File: src/rtl/uart_pkg.sv
// Shared UART constants and the receiver state encoding.
// Imported by both the receive datapath and the FIFO stage.
package uart_pkg;

  localparam int UART_DATA_W       = 8;
  localparam int UART_RXFIFO_DEPTH = 16;

  typedef enum logic [1:0] {
    IDLE  = 2'd0,
    START = 2'd1,
    READ  = 2'd2,
    STOP  = 2'd3
  } uart_state_t;

endpackage

File: src/rtl/uart_edge_sync.sv
// Three-flop synchronizer with a one-cycle rising-edge pulse; pulse two edges after d is first sampled high.
// Flops reset to 1 so a flag already high when reset releases is not seen as a new edge.
module uart_edge_sync (
  input  logic clk,
  input  logic rst,
  input  logic d,
  output logic pulse
);

  logic s1, s2, s3;

  always_ff @(posedge clk) begin
    if (rst) begin
      s1 <= 1'b1;
      s2 <= 1'b1;
      s3 <= 1'b1;
    end else begin
      s1 <= d;
      s2 <= s1;
      s3 <= s2;
    end
  end

  assign pulse = s2 & ~s3;

endmodule

File: src/rtl/uart_rx_fifo.sv
// Captures each received byte into a show-ahead FIFO; byte visible three edges after done is first sampled.
// Consumer stalls fill the FIFO; a push into a full FIFO with no pop is dropped and counted.
module uart_rx_fifo
  import uart_pkg::*;
#(
  parameter int DATA_W = UART_DATA_W,
  parameter int DEPTH  = UART_RXFIFO_DEPTH,
  parameter int AW     = $clog2(DEPTH)
) (
  input  logic              clk,
  input  logic              rst,
  input  logic              rx_done_in,
  input  logic [DATA_W-1:0] rx_data_in,
  output logic [DATA_W-1:0] m_data,
  output logic              m_valid,
  input  logic              m_ready,
  output logic [AW:0]       level,
  output logic              full,
  output logic              overflow,
  input  logic              ovf_clr,
  output logic [7:0]        drop_cnt
);

  localparam logic [AW:0] FULL_LVL = (AW+1)'(DEPTH);

  logic              push;
  logic              pop;
  logic              wr_en;
  logic              drop;
  logic [AW-1:0]     wr_ptr;
  logic [AW-1:0]     rd_ptr;
  logic [DATA_W-1:0] mem [DEPTH];

  uart_edge_sync u_done_sync (
    .clk   (clk),
    .rst   (rst),
    .d     (rx_done_in),
    .pulse (push)
  );

  assign m_valid = (level != '0);
  assign full    = (level == FULL_LVL);
  assign m_data  = mem[rd_ptr];
  assign pop     = m_valid & m_ready;
  // A pop in the same cycle frees the slot, so a full FIFO can still accept.
  assign wr_en   = push & (~full | pop);
  assign drop    = push & full & ~pop;

  always_ff @(posedge clk) begin
    if (wr_en) begin
      mem[wr_ptr] <= rx_data_in;
    end
  end

  always_ff @(posedge clk) begin
    if (rst) begin
      wr_ptr <= '0;
      rd_ptr <= '0;
      level  <= '0;
    end else begin
      if (wr_en) begin
        wr_ptr <= wr_ptr + 1'b1;
      end
      if (pop) begin
        rd_ptr <= rd_ptr + 1'b1;
      end
      unique case ({wr_en, pop})
        2'b10:   level <= level + 1'b1;
        2'b01:   level <= level - 1'b1;
        default: level <= level;
      endcase
    end
  end

  // A drop in the same cycle as a clear wins, leaving a count of one.
  always_ff @(posedge clk) begin
    if (rst) begin
      overflow <= 1'b0;
      drop_cnt <= 8'd0;
    end else if (drop) begin
      overflow <= 1'b1;
      if (ovf_clr) begin
        drop_cnt <= 8'd1;
      end else if (drop_cnt != 8'hFF) begin
        drop_cnt <= drop_cnt + 8'd1;
      end
    end else if (ovf_clr) begin
      overflow <= 1'b0;
      drop_cnt <= 8'd0;
    end
  end

endmodule
File: config.mk
export PLATFORM = sky130hd
export DESIGN_NAME = uart_rx_fifo
export DESIGN_NICKNAME = d
export VERILOG_FILES = /design/src/rtl/uart_pkg.sv /design/src/rtl/uart_edge_sync.sv /design/src/rtl/uart_rx_fifo.sv
export SDC_FILE = /design/constraint.sdc
export NUM_CORES = 1
export LEC_CHECK = 0
export BUFFER_PORTS_ARGS = -buffer_cell sky130_fd_sc_hd__buf_2
export CORE_MARGIN = 2
export CORE_UTILIZATION = 55
export CTS_CLUSTER_DIAMETER = 80
export CTS_CLUSTER_SIZE = 10
export DETAILED_ROUTE_END_ITERATION = 10
export GPL_TIMING_DRIVEN = 0
export PLACE_DENSITY = 0.8
export SLEW_MARGIN = 15
export SYNTH_ARGS = -nofsm -noshare
export SYNTH_HDL_FRONTEND = slang
export SYNTH_HIERARCHICAL = 1
export SYNTH_SLANG_ARGS = --single-unit
File: constraint.sdc
create_clock -name clk -period 5.8 [get_ports clk]
set_clock_uncertainty 0.1 [all_clocks]
set_input_delay 0.58 -clock clk [delete_from_list [all_inputs] [get_ports clk]]
set_output_delay 0.58 -clock clk [all_outputs]
set_load 0.01 [all_outputs]
==> run_results.csv <==
group,metric,value,unit
run_status,status,"complete, no violations",
timing,finalSetupTns,0,ns
synth,synthAdderAreaFrac,1.56,%
cts,h-tree-depth,4,
placed_design,dp.cells,547,
worst_setup_path,r2r_end,"level[4]",
min_path,min_path_cells,2,
timing,slew_headroom,37.7,%
power_and_ir_drop,p_leak,0.00242,uW
final_layout,areaGrowthSynthToFinish,14.4,%
final_layout,fillers,787,
detailed_routing,wl_per_cell,22.5,microns
min_path,whs_endpoint,"u_done_sync/s1",
cts,cts_tree,"done",
placed_design,gp_congestion,0.836,
detailed_routing,vias_per_cell,6.01,
synth,synth_top_family_by_area,"multiplexers",
worst_setup_path,regToRegSetupSlack,2.70,ns
power_and_ir_drop,swShare,26.4,%
synth,synth_xor_area_share,0.955,%
worst_setup_path,criticalPathCategory,"reg -> out",
timing,rsz0062_at_grt,"false",
timing,hold_viol_final,0,
cts,clkLatencyLatePin,0.41,ns
power_and_ir_drop,intPower,2090,uW
min_path,min_from,"rx_done_in",
global_route,grt_pass1_wl,20500,microns
final_layout,instances_no_fill,579,
power_and_ir_drop,ir_drop,0.284,mV
final_layout,finalCoreUtilization,64.4,%
worst_setup_path,rr_startpoint,"level[0]",
floorplanning,start_util,56.2,%
timing,post-route-period-util,58.1,%
cts,clkSlewWorstSetupHoldPaths,0.06,ns
worst_setup_path,worstSetupEndpointType,"output port",
synth,synth_compound_gate_area_share,3.90,%
power_and_ir_drop,switchingPower,749,uW
synth,synth-edff-count,128,
worst_setup_path,r2r_cells,9,
timing,worst_pin_slew,0.931,ns
synth,ys_seq_area_share,68.9,%
timing,setup_violations,0,
cts,cts-root-buf,"clkbuf_16",
floorplanning,die_y,112,microns
synth,yosys-top-cells-area,"edfxtp_1 (60%), mux4_2 (14%), dfxtp_1 (9.0%), ha_1 (1.6%), nor2_1 (1.5%)",
floorplanning,coreArea,11400,sq um
placed_design,io_buffers,36,
cts,cts_inserted_buffers,17,
global_route,grt.overflow.total,0,
global_route,grtUsageTotal,22.5,%
worst_setup_path,startpoint_type,"register",
cts,holdBufCountCts,0,
synth,ys_warn_count,6,
floorplanning,chipWidth,112,microns
synth,synth-seq-cells,157,
placed_design,post-dp-hpwl,8300,microns
global_route,antenna_found_initial,0,
synth,async_reset_ff_share,0,%
synth,muxShareOfSynthArea,15.2,%
floorplanning,row_count,39,
min_path,hold_class,"in -> reg",
timing,setup_ws,2.43,ns
floorplanning,io-pin-count,37,
detailed_routing,drt-total-wl,13000,microns
power_and_ir_drop,combPwrFrac,19.5,%
worst_setup_path,worstPathMaxFanout,10,
synth,synthFlopType,"edfxtp_1",
synth,yosysTopAreaCellShare,59.9,%
detailed_routing,route.detailed.drc,0,
synth,synth_top_area_cell,"edfxtp_1",
synth,syn-instance-count,368,
cts,cts.sinks,157,
floorplanning,dieArea,12600,sq um
timing,fin_crit,3.37,ns
job,maxCapViolations,0,
power_and_ir_drop,pwr-share-seq,44.6,%
final_layout,drive_gt1_share,29.6,%
synth,yosys.cell_types.count,54,
final_layout,n_antenna_cell,0,
global_route,grt_pass1_vias,3619,
detailed_routing,ant_nets,0,
power_and_ir_drop,p_clk_share,35.9,%
timing,drv_slew,0,
power_and_ir_drop,total_power,2840,uW
final_layout,nNetsFinal,444,
cts,cts_setup_buffers,0,
cts,clk_path_buf_depth,2,
placed_design,pre_cts_ws,2.59,ns
detailed_routing,via_count,3482,
synth,yosys.area_share.simple,7.46,%
worst_setup_path,cp.required,5.12,ns
synth,syn_area,6420,sq um
worst_setup_path,arrival,2.69,ns
synth,syn_area_per_cell,17.4,sq um
synth,syn-num-nets,389,
cts,cts_resized,0,
power_and_ir_drop,powerDensity,387,nW/um^2
global_route,grt_max_degree,17,
detailed_routing,first_pass_iters,4,
detailed_routing,drt_iter0_drc,324,
timing,fmax,0.297,GHz
==> through the flow <==
| step | instance area, sq um | hold slack, ns |
|---|---|---|
| after global placement | 6780 | 0.289 |
| after CTS | 7340 | 0.226 |
| after detailed placement | 6800 | 0.296 |
| after floorplan | 6420 | 0.285 |
| after global routing | 7350 | 0.222 |
| final | 7350 | 0.242 |
==> power groups by stage <==
stage / sequential (uW) / combinational (uW) / clock, uW
final: 1270 / 555 / 1020
after global routing: 1270 / 601 / 1080
after floorplan: 1290 / 401 / 0
after CTS: 1270 / 560 / 1030
after detailed placement: 1290 / 552 / 0
after global placement: 1290 / 531 / 0
==> state kept, by name, summed over array words and instances, names as in the netlist, 4 cells and up, named ones only <==
name      count
level         5
rd_ptr        4
mem         128
drop_cnt      8
wr_ptr        4
==> cell type report <==
type                    instances  area [sq um]  share of cell area [%]
plain buffers                  21           108                    1.46
repair buffers                 36           180                    2.45
well taps                     143           179                    2.43
clock buffers                  17           425                    5.79
inverters                       6          22.5                   0.306
clock inverters                15           123                    1.67
multi-input cells             184          1890                    25.7
flip-flops and latches        157          4420                    60.2
==> layout by cell type, fill, tap and decap left out, types with 3 or more instances in the layout <==
cell type / count
a21oi_1: 12
clkinv_4: 5
nor3_1: 4
dfxtp_1: 29
inv_1: 6
or2_1: 3
mux4_2: 40
xor2_1: 4
nand3_1: 7
or2_2: 3
nand2b_1: 5
nor2_1: 25
nor2b_1: 6
xnor2_1: 3
nand2_1: 10
o21ai_0: 4
ha_1: 8
clkinv_1: 3
buf_2: 41
nor3_2: 5
clkinv_2: 3
edfxtp_1: 128
buf_6: 3
o31ai_1: 3
or4_1: 4
mux2i_1: 3
buf_1: 3
clkbuf_16: 17
clkbuf_1: 10
==> kinds of logic (layout without fill, tap and decap cells) <==
group | count (synthesis) | count (layout)
buffers and inverters | 27 | 95
AOI/OAI and AO/OA | 36 | 36
xor gates and xnor gates | 7 | 7
muxes | 46 | 46
and+or+nand+nor | 87 | 87
DFF | 157 | 157
adders and majority gates | 8 | 8
==> cells in the mapped netlist, types with 4 or more instances <==
cell / number
ha_1: 8
nand3_1: 7
clkbuf_1: 10
nand2b_1: 5
nor2b_1: 6
buf_2: 5
or4_1: 4
dfxtp_1: 29
o21ai_0: 4
a21oi_1: 12
nor2_1: 25
inv_1: 6
xor2_1: 4
nor3_1: 8
nand2_1: 10
mux4_2: 40
edfxtp_1: 128
==> per-layer routing <==
metal	vias to the layer above	GRT usage (%)	wire length, microns
met5	-	0	0
met2	99	38.9	7090
met1	1781	28.0	5160
met3	16	4.86	517
li1	1586	-	-
met4	0	8.78	238
==> critical path: stages, from the launching register on <==
cell,delay [ns]
dfxtp_1,0.32
clkbuf_1,0.25
buf_2,0.45
mux4_2,0.58
mux4_2,0.51
buf_2,0.16
==> worst max-delay path by stage <==
stage	to	slack, ns
4_1_cts	m_data[7]	2.38
6_report	m_data[7]	2.43
3_3_place_gp	level[4]	2.67
2_1_floorplan	level[4]	2.89
5_1_grt	m_data[7]	2.30
3_5_place_dp	level[4]	2.59
Power figures use the tool's default switching activity.
